<file path="config.mk">
export PLATFORM = sky130hd
export DESIGN_NAME = tx_ack_scheduler
export DESIGN_NICKNAME = d
export VERILOG_FILES = /design/src/rtl/tx_ack_scheduler.sv
export SDC_FILE = /design/constraint.sdc
export NUM_CORES = 1
export LEC_CHECK = 0
export BUFFER_PORTS_ARGS = -buffer_cell sky130_fd_sc_hd__buf_4
export CORE_ASPECT_RATIO = 1.1
export CORE_MARGIN = 10
export CORE_UTILIZATION = 54
export DETAILED_ROUTE_END_ITERATION = 10
export PLACE_DENSITY = 0.81
export RECOVER_POWER = 100
export SKIP_CTS_REPAIR_TIMING = 1
export SYNTH_ARGS = -nofsm -noshare
export SYNTH_HDL_FRONTEND = slang
export SYNTH_SLANG_ARGS = --single-unit
</file>
<file path="constraint.sdc">
create_clock -name clk -period 2.2 [get_ports clk]
set_input_delay 0.11 -clock clk [delete_from_list [all_inputs] [get_ports clk]]
set_output_delay 0.11 -clock clk [all_outputs]
set_load 0.02 [all_outputs]
</file>
<file path="src/rtl/tx_ack_scheduler.sv">
// tx_ack_scheduler
//   Round-robin arbiter that shares one transmitter between NUM_REQ requesters.
//   Each granted transfer emits a single tx_pulse, then counts ACK_COUNT beats on
//   rx_ack (gaps allowed). The transfer ends in a one-cycle done, flagged by
//   err_timeout if TIMEOUT WAIT cycles pass first.
//
// Ports
//   clk, rst_n      : clock (rising edge); asynchronous active-low reset
//   req[NUM_REQ]    : level requests, sampled only while idle
//   grant[NUM_REQ]  : one-hot owner, held from TX through DONE
//   tx_pulse        : one-cycle transmit strobe
//   rx_ack          : acknowledge beat, one per high cycle
//   busy            : high whenever not idle
//   done, done_id   : one-cycle completion pulse and the owner's index
//   err_timeout     : qualifies done; the transfer timed out
//   err_extra       : pulse one cycle after an ack arrives in the DONE cycle
module tx_ack_scheduler #(
    parameter int NUM_REQ   = 4,
    parameter int ACK_COUNT = 2,
    parameter int TIMEOUT   = 16
) (
    input  logic                       clk,
    input  logic                       rst_n,
    input  logic [NUM_REQ-1:0]         req,
    output logic [NUM_REQ-1:0]         grant,
    output logic                       tx_pulse,
    input  logic                       rx_ack,
    output logic                       busy,
    output logic                       done,
    output logic [$clog2(NUM_REQ)-1:0] done_id,
    output logic                       err_timeout,
    output logic                       err_extra
);
    localparam int IW = $clog2(NUM_REQ);
    localparam int AW = $clog2(ACK_COUNT + 1);
    localparam int TW = $clog2(TIMEOUT + 1);

    typedef enum logic [1:0] {IDLE, TX, WAIT, DONE} state_t;

    state_t             state_q, state_d;
    logic [NUM_REQ-1:0] grant_q, grant_d;
    logic [IW-1:0]      owner_q, owner_d;
    logic [IW-1:0]      ptr_q, ptr_d;
    logic [AW-1:0]      ack_q, ack_d;
    logic [TW-1:0]      to_q, to_d;
    logic               tx_q, tx_d;
    logic               busy_q, busy_d;
    logic               done_q, done_d;
    logic [IW-1:0]      done_id_q, done_id_d;
    logic               err_to_q, err_to_d;
    logic               err_ex_q, err_ex_d;

    // Round-robin search: first set request at or above ptr_q, wrapping.
    // cand is one bit wider so ptr+i can exceed NUM_REQ before the wrap.
    logic [IW:0]   cand;
    logic          found;
    logic [IW-1:0] pick;

    always_comb begin
        found = 1'b0;
        pick  = '0;
        cand  = '0;
        for (int i = 0; i < NUM_REQ; i++) begin
            cand = {1'b0, ptr_q} + (IW+1)'(i);
            if (cand >= (IW+1)'(NUM_REQ)) cand = cand - (IW+1)'(NUM_REQ);
            if (!found && req[cand[IW-1:0]]) begin
                found = 1'b1;
                pick  = cand[IW-1:0];
            end
        end
    end

    logic ack_hit, to_hit;
    assign ack_hit = rx_ack && (ack_q == AW'(ACK_COUNT - 1));
    assign to_hit  = (to_q == TW'(TIMEOUT - 1));

    always_comb begin
        state_d   = state_q;
        grant_d   = grant_q;
        owner_d   = owner_q;
        ptr_d     = ptr_q;
        ack_d     = ack_q;
        to_d      = to_q;
        tx_d      = 1'b0;
        done_d    = 1'b0;
        done_id_d = '0;
        err_to_d  = 1'b0;
        err_ex_d  = 1'b0;
        case (state_q)
            IDLE: begin
                if (found) begin
                    state_d        = TX;
                    grant_d        = '0;
                    grant_d[pick]  = 1'b1;
                    owner_d        = pick;
                    tx_d           = 1'b1;
                end
            end
            TX: state_d = WAIT;
            WAIT: begin
                ack_d = ack_q + AW'(rx_ack);
                to_d  = to_q + TW'(1);
                // Final ack is tested first so it wins a tie with the timeout.
                if (ack_hit || to_hit) begin
                    state_d   = DONE;
                    done_d    = 1'b1;
                    done_id_d = owner_q;
                    err_to_d  = !ack_hit;
                end
            end
            DONE: begin
                state_d  = IDLE;
                grant_d  = '0;
                ptr_d    = (owner_q == IW'(NUM_REQ - 1)) ? '0 : owner_q + IW'(1);
                ack_d    = '0;
                to_d     = '0;
                err_ex_d = rx_ack;
            end
            default: state_d = IDLE;
        endcase
        busy_d = (state_d != IDLE);
    end

    always_ff @(posedge clk or negedge rst_n) begin
        if (!rst_n) begin
            state_q   <= IDLE;
            grant_q   <= '0;
            owner_q   <= '0;
            ptr_q     <= '0;
            ack_q     <= '0;
            to_q      <= '0;
            tx_q      <= 1'b0;
            busy_q    <= 1'b0;
            done_q    <= 1'b0;
            done_id_q <= '0;
            err_to_q  <= 1'b0;
            err_ex_q  <= 1'b0;
        end else begin
            state_q   <= state_d;
            grant_q   <= grant_d;
            owner_q   <= owner_d;
            ptr_q     <= ptr_d;
            ack_q     <= ack_d;
            to_q      <= to_d;
            tx_q      <= tx_d;
            busy_q    <= busy_d;
            done_q    <= done_d;
            done_id_q <= done_id_d;
            err_to_q  <= err_to_d;
            err_ex_q  <= err_ex_d;
        end
    end

    assign grant       = grant_q;
    assign tx_pulse    = tx_q;
    assign busy        = busy_q;
    assign done        = done_q;
    assign done_id     = done_id_q;
    assign err_timeout = err_to_q;
    assign err_extra   = err_ex_q;

endmodule

</file>
==> key figures, run 1 <==
Outcome
  • Status: finished, final reports clean

Power and ir drop
  • Max VDD drop: 0.681 mV
  • Leak: 0.627 nW
  • Pwr Density: 1270 mW/mm^2

STA
  • Final Hold Fails: 0
  • WHS: 0.0615 ns
  • Final setup skew: 0.00900 ns
  • Setup repair after global routing missed its margin: false
  • Endpoints failing setup: 0
  • Final min period: 1.76 ns
  • Pins over their slew limit: 0
  • Tightest Pin Transition: 1.19 ns
  • Setup TNS: 0 ns
  • Slew Limit Headroom: 0.204
  • Tcrit/Tclk final: 0.802
  • Fmax: 567 MHz

Global route
  • GRT overflow: 0
  • Number of global-route vias before repair: 841
  • GR Util All Layers: 0.100
  • First-pass GRT wire length: 3520 microns
  • Largest net degree at the start of global routing: 25
  • Initial antenna violation count: 0

Worst setup path
  • WP data required: 2.40 ns
  • Worst reg2reg path startpoint: to_q[0]
  • Most Frequent Cell on Critical Path: ha_1
  • Reg2reg setup slack: 0.44 ns
  • Critical path type: reg2reg
  • Crit path cell chain: ha_1, and3_1, ha_1, o21ai_0, a21boi_0, or2_2
  • Critical path's top delay family: simple AND/OR/NAND/NOR gates
  • CP Capture Type: flop
  • Critical path launch point: to_q[0]
  • Worst EP arrival: 1.97 ns
  • WP buf/inv: 0
  • Crit-path max cell delay: 0.43 ns
  • Crit Path Max Fanout: 3
  • CP max stage cell: dfrtp_1
  • R2R Path End: busy
  • Reg2reg path depth: 6
  • Setup crit start kind: flop

Yosys
  • Syn_nets: 121
  • Post-synth EDFFs: 0
  • YS warnings: 0
  • Fraction of registers with async set/reset: 1.00
  • Synthesized area: 0.00115 sq mm
  • FF+latch count, synth: 24
  • Yosys cell types: 31
  • Sequential area share after synthesis: 0.523
  • Cells after Synth: 106
  • Synthesized area per cell: 10.8 sq um
  • Main synth FF type: dfrtp_1

Finish
  • Cell area after layout: 0.00130 sq mm
  • ANT cells: 0
  • Final net count: 142
  • P&R area growth vs syn: 13.1%
  • Layout cells sized above 1: 0.127

Die
  • CORE AREA: 0.00202 sq mm
  • Die Area: 0.00437 sq mm
  • Die Ht: 68.3 microns
  • Starting density of the core: 0.568
  • Chip width: 64.0 microns
  • I/O Pins: 18
  • Rows: 17

Clocking
  • CTS Buf Count: 3
  • H-tree Lvls: 1
  • CTS tree: done
  • Clock root buffer: clkbuf_4
  • Clock sinks: 24
  • Max Root-Sink Buffers: 2
  • Clock slew at reported path FFs: 0.13 ns
  • Insertion delay to the later sink of the worst-skew pair: 0.30 ns

Drt
  • Via count: 793
  • Initial DRC count: 12
  • DRC viols: 0
  • First-pass iteration count of the detailed router: 3
  • Vias per cell: 5.15
  • Routed wire per std cell: 13.3 microns
  • Post-route ant nets: 0
  • WL final: 2050 microns

Min path
  • Hold Crit Depth: 2
  • Worst Hold Path EP: err_extra
  • Hold_sp: rx_ack
  • Hold Crit Class: in2reg

Flow run
  • Max-cap viol count: 0

Placement
  • Cell area after placement: 0.00130 sq mm
  • IO Port Bufs: 17
  • HPWL after detailed placement: 1680 microns
  • GPL Wtd Cong: 0.736
logic make-up after synthesis:
family	after synthesis	synth area share
flip-flops	24	0.523
AND/OR/NAND/NOR	39	0.190
XOR/XNOR	4	0.0305
AO/OA/AOI/OAI	18	0.0960
multiplexers	5	0.0458
adder cells (fa/ha/maj)	8	0.0872
buffers and inverters	8	0.0273
layout by cell type, fill, tap and decap left out, types with 2 or more instances in the layout:
cell type / instances
a21oi_1: 2
dfrtp_1: 24
and2_1: 4
o21ai_0: 10
xor2_1: 3
ha_1: 8
nand2_1: 6
inv_1: 6
mux2_2: 2
or2b_2: 2
nand2b_1: 3
clkbuf_4: 3
clkbuf_1: 12
mux2i_1: 3
buf_4: 5
nor2_1: 15
power breakdown:
part / internal [W] / leakage, nW / switching (W) / total, W
sequential: 0.000605 / 0.308 / 0.000113 / 0.000718
combinational: 0.000295 / 0.298 / 0.000417 / 0.000711
clock: 0.000101 / 0.0210 / 0.000120 / 0.000221
layer usage:
metal | global-route usage | vias to the layer above | wire length [microns]
met5 | 0 | - | 0
li1 | - | 394 | -
met4 | 0.0437 | 0 | 14
met3 | 0.0375 | 2 | 128
met2 | 0.188 | 17 | 1060
met1 | 0.0977 | 380 | 856
cell usage after synthesis (2+ instances only):
master,n,area (sq um)
nand2_1,6,22.5
or2b_2,2,17.5
mux2_2,2,22.5
a21oi_1,2,10.0
nor2_1,15,56.3
ha_1,8,100
xor2_1,3,26.3
inv_1,6,22.5
and2_1,4,25.0
nand2b_1,3,18.8
o21ai_0,10,50.1
dfrtp_1,24,601
mux2i_1,3,30.0
through the flow:
stage / power (W) / utilization / setup slack (ns) / instances
2_1_floorplan: 0.00126 / - / 0.585 / 106
3_3_place_gp: 0.00146 / 0.644 / 0.531 / 149
3_5_place_dp: 0.00150 / 0.644 / 0.474 / 149
4_1_cts: 0.00172 / 0.662 / 0.459 / 153
5_1_grt: 0.00179 / 0.642 / 0.280 / 154
6_report: 0.00165 / 0.642 / 0.436 / 154
cell type report:
cell class                 instances  area [sq um]
clock buffer                       4          36.3
fill                             189           723
inverter                           6          22.5
multi-input combinational         74           510
sequential                        24           601
tap                               28          35.0
timing repair buffer              18          92.6
worst max path at each step:
stage | endpoint | slack (ns) | cells past startpoint
2_1_floorplan | busy | 0.59 | 6
3_3_place_gp | busy | 0.53 | 6
3_5_place_dp | busy | 0.47 | 6
4_1_cts | busy | 0.46 | 6
5_1_grt | busy | 0.28 | 6
6_report | busy | 0.44 | 6
state kept, by name, indices dropped and copies added, names as in the netlist:
signal and cells:
err_extra 1, done 1, err_timeout 1, done_id 2, owner_q 2, to_q 5, ptr_q 2, tx_pulse 1
state_q 2, ack_q 2, grant 4, busy 1
Note: power is estimated with default switching activity, not from simulation.
==> inputs of run 2 (changes only) <==
==> constraint.sdc (replaced) <==
create_clock -name clk -period 1.8 [get_ports clk]
set_input_delay 0.09 -clock clk [delete_from_list [all_inputs] [get_ports clk]]
set_output_delay 0.09 -clock clk [all_outputs]
set_load 0.02 [all_outputs]
==> run 2 against run 1 <==
Against the previous run: worst hold slack worse by 0.044 ns; highest routed layer unchanged; clock skew shrank 0.0080 ns; wire length decreased by 0.78%; final cell count is the same.
==> key figures, run 2 (synthesis gave the netlist of run 1 again) <==
Outcome
  • Status: finished, final reports clean

Finish
  • Layout cells sized above 1: 0.127 (unchanged)
  • FILL cells: 185 (-2.1%)
  • Final std cells w/o fill: 154 (unchanged)
  • Most frequent cells in the layout: 24 x dfrtp_1, 15 x nor2_1, 12 x clkbuf_1
  • P&R area growth vs syn: 12.5%
  • Final net count: 143 (+0.70%)
  • Biggest register: to_q
  • Cell area after layout: 0.00129 sq mm (-0.48%)
  • Largest register FFs: 5 (unchanged)
  • Most common cell after layout, fill and taps aside: dfrtp_1
  • ANT cells: 0 (unchanged)

Drt
  • Via count: 788 (-0.63%)
  • Post-route ant nets: 0 (unchanged)
  • DRC viols: 0 (unchanged)
  • First-pass iteration count of the detailed router: 3 (unchanged)
  • Routed wire per std cell: 13.2 microns (-0.78%)
  • Initial DRC count: 15 (+3)
  • WL final: 2040 microns (-0.78%)
  • Vias per cell: 5.12 (-0.63%)

Die
  • Chip width: 64.0 microns (unchanged)
  • Rows: 17 (unchanged)
  • I/O Pins: 18 (unchanged)
  • CORE AREA: 0.00202 sq mm (unchanged)
  • Die Area: 0.00437 sq mm (unchanged)
  • Die Ht: 68.3 microns (unchanged)
  • Starting density of the core: 0.568 (unchanged)

Worst setup path
  • Setup crit start kind: flop
  • Critical path type: reg2reg
  • WP data required: 2.00 ns (-0.40 ns)
  • Crit Path Max Fanout: 3 (unchanged)
  • CP Capture Type: flop
  • Worst EP arrival: 1.88 ns (-0.09 ns)

Clocking
  • Insertion delay to the later sink of the worst-skew pair: 0.30 ns (about the same)
  • Clock root buffer: clkbuf_4
  • Clock sinks: 24 (unchanged)
  • H-tree Lvls: 1 (unchanged)
  • Clock slew at reported path FFs: 0.11 ns (-0.02 ns)
  • CTS Buf Count: 3 (unchanged)
  • Max Root-Sink Buffers: 2 (unchanged)
  • CTS tree: done

Power and ir drop
  • Max VDD drop: 0.727 mV (+6.7%)
  • Post-layout power: 0.00197 W (+20%)
  • Leak: 0.624 nW (-0.55%)
  • Pwr Density: 1530 mW/mm^2 (+20%)

Placement
  • Placed Cells: 150 (+0.67%)
  • HPWL after detailed placement: 1640 microns (-1.9%)
  • Pre-CTS WS: 0.0670 ns (-0.407 ns)
  • IO Port Bufs: 17 (unchanged)
  • Cell area after placement: 0.00131 sq mm (+0.58%)
  • GPL Wtd Cong: 0.779 (+5.9%)

Global route
  • Number of global-route vias before repair: 865 (+2.9%)
  • First-pass GRT wire length: 3660 microns (+4.1%)
  • GR Util All Layers: 0.107 (+0.00719)
  • GRT overflow: 0 (unchanged)
  • Initial antenna violation count: 0 (unchanged)
  • Largest net degree at the start of global routing: 25 (unchanged)

Flow run
  • Max-cap viol count: 0 (unchanged)

STA
  • Final setup skew: 0.000978 ns (-0.00802 ns)
  • Final Hold Fails: 0 (unchanged)
  • Endpoints failing setup: 0 (unchanged)
  • Pins over their slew limit: 0 (unchanged)
  • Setup TNS: 0 ns (unchanged)
  • Final min period: 1.69 ns (-0.0762 ns)
  • Setup repair after global routing missed its margin: false
  • Fmax: 592 MHz (+4.5%)
  • Tcrit/Tclk final: 0.938 (+0.136)
  • Post-route setup slack: 0.112 ns (-0.324 ns)
  • Slew Limit Headroom: 0.203 (-0.00101)
  • Tightest Pin Transition: 1.20 ns (+0.00151 ns)

Min path
  • Hold Crit Class: in2reg
run 2: cell count changes in the layout (fill, tap and decap cells not counted):
cell      change
and2_0        +2
a21boi_0      -1
o21ai_0       -1
buf_4         +1
a21boi_1      +1
clkbuf_8      -1
o21ai_1       +1
and2_1        -2
run 2: cell type report:
type	count	area (sq um)	share of cell area
clock buffers	3	22.5	0.0174
multi-input cells	74	510	0.395
repair buffers	19	100	0.0775
flip-flops and latches	24	601	0.465
inverters	6	22.5	0.0174
well taps	28	35.0	0.0271
run 2: worst max-delay path: stages (launching register included):
cell and delay, ns:
dfrtp_1 0.43, ha_1 0.22, and3_1 0.18, ha_1 0.19, o21ai_1 0.19, a21boi_1 0.11, or2_2 0.27
run 2: where the power goes:
group	leakage [nW]	total, W	internal, W	switching (W)
sequential	0.308	0.000875	0.000740	0.000136
combinational	0.302	0.000883	0.000369	0.000513
clock	0.0138	0.000216	0.0000781	0.000138
run 2: metal layers:
| layer | part of all wire | global-route usage |
|---|---|---|
| met1 | 0.41 | 0.102 |
| met2 | 0.49 | 0.190 |
| met3 | 0.076 | 0.0424 |
| met4 | 0.024 | 0.0738 |
| met5 | 0 | 0 |
run 2: stage by stage:
step	hold slack, ns	utilization
2_1_floorplan	-0.206	-
4_1_cts	-0.344	0.659
6_report	0.0177	0.639
5_1_grt	0.00337	0.639
3_5_place_dp	-0.00270	0.648
3_3_place_gp	-0.00371	0.648
run 2: worst paths after layout:
kind | cells past startpoint | slack [ns] | endpoint | from
setup / recovery | 6 | 0.11 | busy | to_q[0]
hold reg to reg | 2 | 0.53 | owner_q[1] | owner_q[1]
setup reg to reg | 6 | 0.11 | busy | to_q[0]
max in group asynchronous | 2 | 0.55 | state_q[1] | rst_n
hold / removal | 2 | 0.02 | err_extra | rx_ack
min in group asynchronous | 2 | 0.55 | done | rst_n
==> inputs of run 3 (changes only) <==
--- a/config.mk
+++ b/config.mk
@@ -6,8 +6,6 @@
 export NUM_CORES = 1
 export LEC_CHECK = 0
 export BUFFER_PORTS_ARGS = -buffer_cell sky130_fd_sc_hd__buf_4
-export CORE_ASPECT_RATIO = 1.1
-export CORE_MARGIN = 10
 export CORE_UTILIZATION = 54
 export DETAILED_ROUTE_END_ITERATION = 10
 export PLACE_DENSITY = 0.81
==> run 3 against run 2 <==
Against the previous run: clock skew rose by 0.0026 ns; clock power rose by 78%; combinational power fell by 2%; largest cell class unchanged.
==> key figures, run 3 (synthesis gave the netlist of run 1 again) <==
Drt
  • Routed wire per std cell: 12.5 microns (-5.6%)
  • Via count: 768 (-2.5%)
  • First-pass iteration count of the detailed router: 4 (+1)
  • DRC viols: 0 (unchanged)
  • Routed length on met2: 894 microns (-10%)
  • Met3 wire len: 65 microns (-58%)
  • Top sig layer: met4
  • Post-route ant nets: 0 (unchanged)
  • Initial DRC count: 20 (+5)
  • Met1 wire length: 933 microns (+11%)
  • WL final: 1940 microns (-5.0%)
  • Vias per cell: 4.95 (-3.2%)

Clocking
  • Insertion delay to the later sink of the worst-skew pair: 0.31 ns (about the same)
  • Clock sinks: 24 (unchanged)
  • CTS Buf Count: 3 (unchanged)
  • CTS tree: done
  • Clock slew at reported path FFs: 0.13 ns (+0.02 ns)
  • Max Root-Sink Buffers: 2 (unchanged)
  • Clock root buffer: clkbuf_4
  • H-tree Lvls: 1 (unchanged)

Die
  • Rows: 16 (-1)
  • Die Ht: 48.1 microns (-30%)
  • Starting density of the core: 0.579 (+0.0111)
  • CORE AREA: 0.00198 sq mm (-1.9%)
  • I/O Pins: 18 (unchanged)
  • Die Area: 0.00231 sq mm (-47%)
  • Chip width: 48.1 microns (-25%)

Min path
  • Hold_sp: req[3]
  • Hold Crit Class: in2reg

STA
  • Pins over their slew limit: 0 (unchanged)
  • Tcrit/Tclk final: 0.927 (-0.0112)
  • Fmax: 600 MHz (+1.2%)
  • Setup TNS: 0 ns (unchanged)
  • Tightest Pin Transition: 1.23 ns (+0.0387 ns)
  • Endpoints failing setup: 0 (unchanged)
  • WHS: 0.220 ns (+0.202 ns)
  • Setup repair after global routing missed its margin: false
  • Final Hold Fails: 0 (unchanged)
  • Final min period: 1.67 ns (-0.0202 ns)
  • Final setup skew: 0.00353 ns (+0.00255 ns)
  • Slew Limit Headroom: 0.177 (-0.0258)

Global route
  • Number of global-route vias before repair: 690 (-20%)
  • GRT overflow: 0 (unchanged)
  • Largest net degree at the start of global routing: 25 (unchanged)
  • Initial antenna violation count: 0 (unchanged)
  • GR Util All Layers: 0.207 (+0.100)
  • First-pass GRT wire length: 3160 microns (-14%)

Worst setup path
  • Reg2reg setup slack: 0.13 ns (+0.02 ns)
  • Reg2reg path depth: 6 (unchanged)
  • R2R Path End: busy
  • CP Capture Type: flop
  • Critical path type: reg2reg
  • Worst EP arrival: 1.88 ns (about the same)
  • Setup crit start kind: flop
  • Worst reg2reg path startpoint: to_q[0]
  • Critical path launch point: to_q[0]
  • CP endpoint: busy
  • Crit Path Max Fanout: 3 (unchanged)
  • WP data required: 2.01 ns (about the same)

Finish
  • Most common cell after layout, fill and taps aside: dfrtp_1
  • P&R area growth vs syn: 15.6%
  • Largest register FFs: 5 (unchanged)
  • Layout cells sized above 1: 0.125 (-0.00198)
  • Biggest register: to_q
  • Final net count: 144 (+0.70%)
  • FILL cells: 167 (-9.7%)
  • ANT cells: 0 (unchanged)
  • Most frequent cells in the layout: 24 x dfrtp_1, 15 x nor2_1, 13 x clkbuf_1

Power and ir drop
  • Leak: 0.638 nW (+2.3%)
  • Post-layout power: 0.00213 W (+8.0%)
  • Pwr Density: 1610 mW/mm^2 (+5.1%)
  • Max VDD drop: 0.954 mV (+31%)

Placement
  • HPWL after detailed placement: 1420 microns (-14%)
  • IO Port Bufs: 17 (unchanged)
  • GPL Wtd Cong: 0.794 (+1.8%)

Outcome
  • Status: finished, final reports clean

Flow run
  • Max-cap viol count: 0 (unchanged)
[run 3: metrics by stage]
step	worst slack [ns]	util	cell area (sq um)	cells
6_report	0.132	0.669	1330	155
5_1_grt	0.0362	0.669	1330	155
4_1_cts	0.0377	0.686	1360	153
3_5_place_dp	0.0552	0.660	1310	149
3_3_place_gp	0.152	0.660	1310	149
2_1_floorplan	0.185	-	1150	106
[run 3: worst min-delay path by stage]
| stage | to | slack (ns) | cells past startpoint |
|---|---|---|---|
| after detailed placement | grant[2] | 0.001 | 1 |
| final | tx_pulse | 0.22 | 4 |
| after global routing | tx_pulse | 0.25 | 4 |
| after global placement | grant[2] | -0.005 | 1 |
| after floorplan | ack_q[0] | -0.21 | 0 |
| after CTS | done_id[0] | -0.36 | 1 |
[run 3: power breakdown]
part / total (W) / switching, W / internal (W)
logic: 0.000867 / 0.000505 / 0.000362
registers: 0.000880 / 0.000140 / 0.000740
clock network: 0.000384 / 0.000159 / 0.000225
total: 0.00213 / 0.000805 / 0.00133
[run 3: per-layer routing]
metal | GRT usage | vias to the layer above
li1 | - | 398
met1 | 0.286 | 352
met2 | 0.311 | 14
met3 | 0.0444 | 4
met4 | 0.100 | 0
met5 | 0 | -
[run 3: cell type report]
class,count,area [sq um],area share
timing repair buffer,20,106,0.0802
clock buffer,3,22.5,0.0170
inverter,6,22.5,0.0170
clock inverter,1,30.0,0.0226
multi-input combinational,74,510,0.385
sequential,24,601,0.453
tap,27,33.8,0.0255
[run 3: critical path, cell delays in order (launching register included)]
cell	delay (ns)
dfrtp_1	0.43
ha_1	0.22
and3_1	0.18
ha_1	0.18
o21ai_1	0.17
a21boi_1	0.10
or2_2	0.28
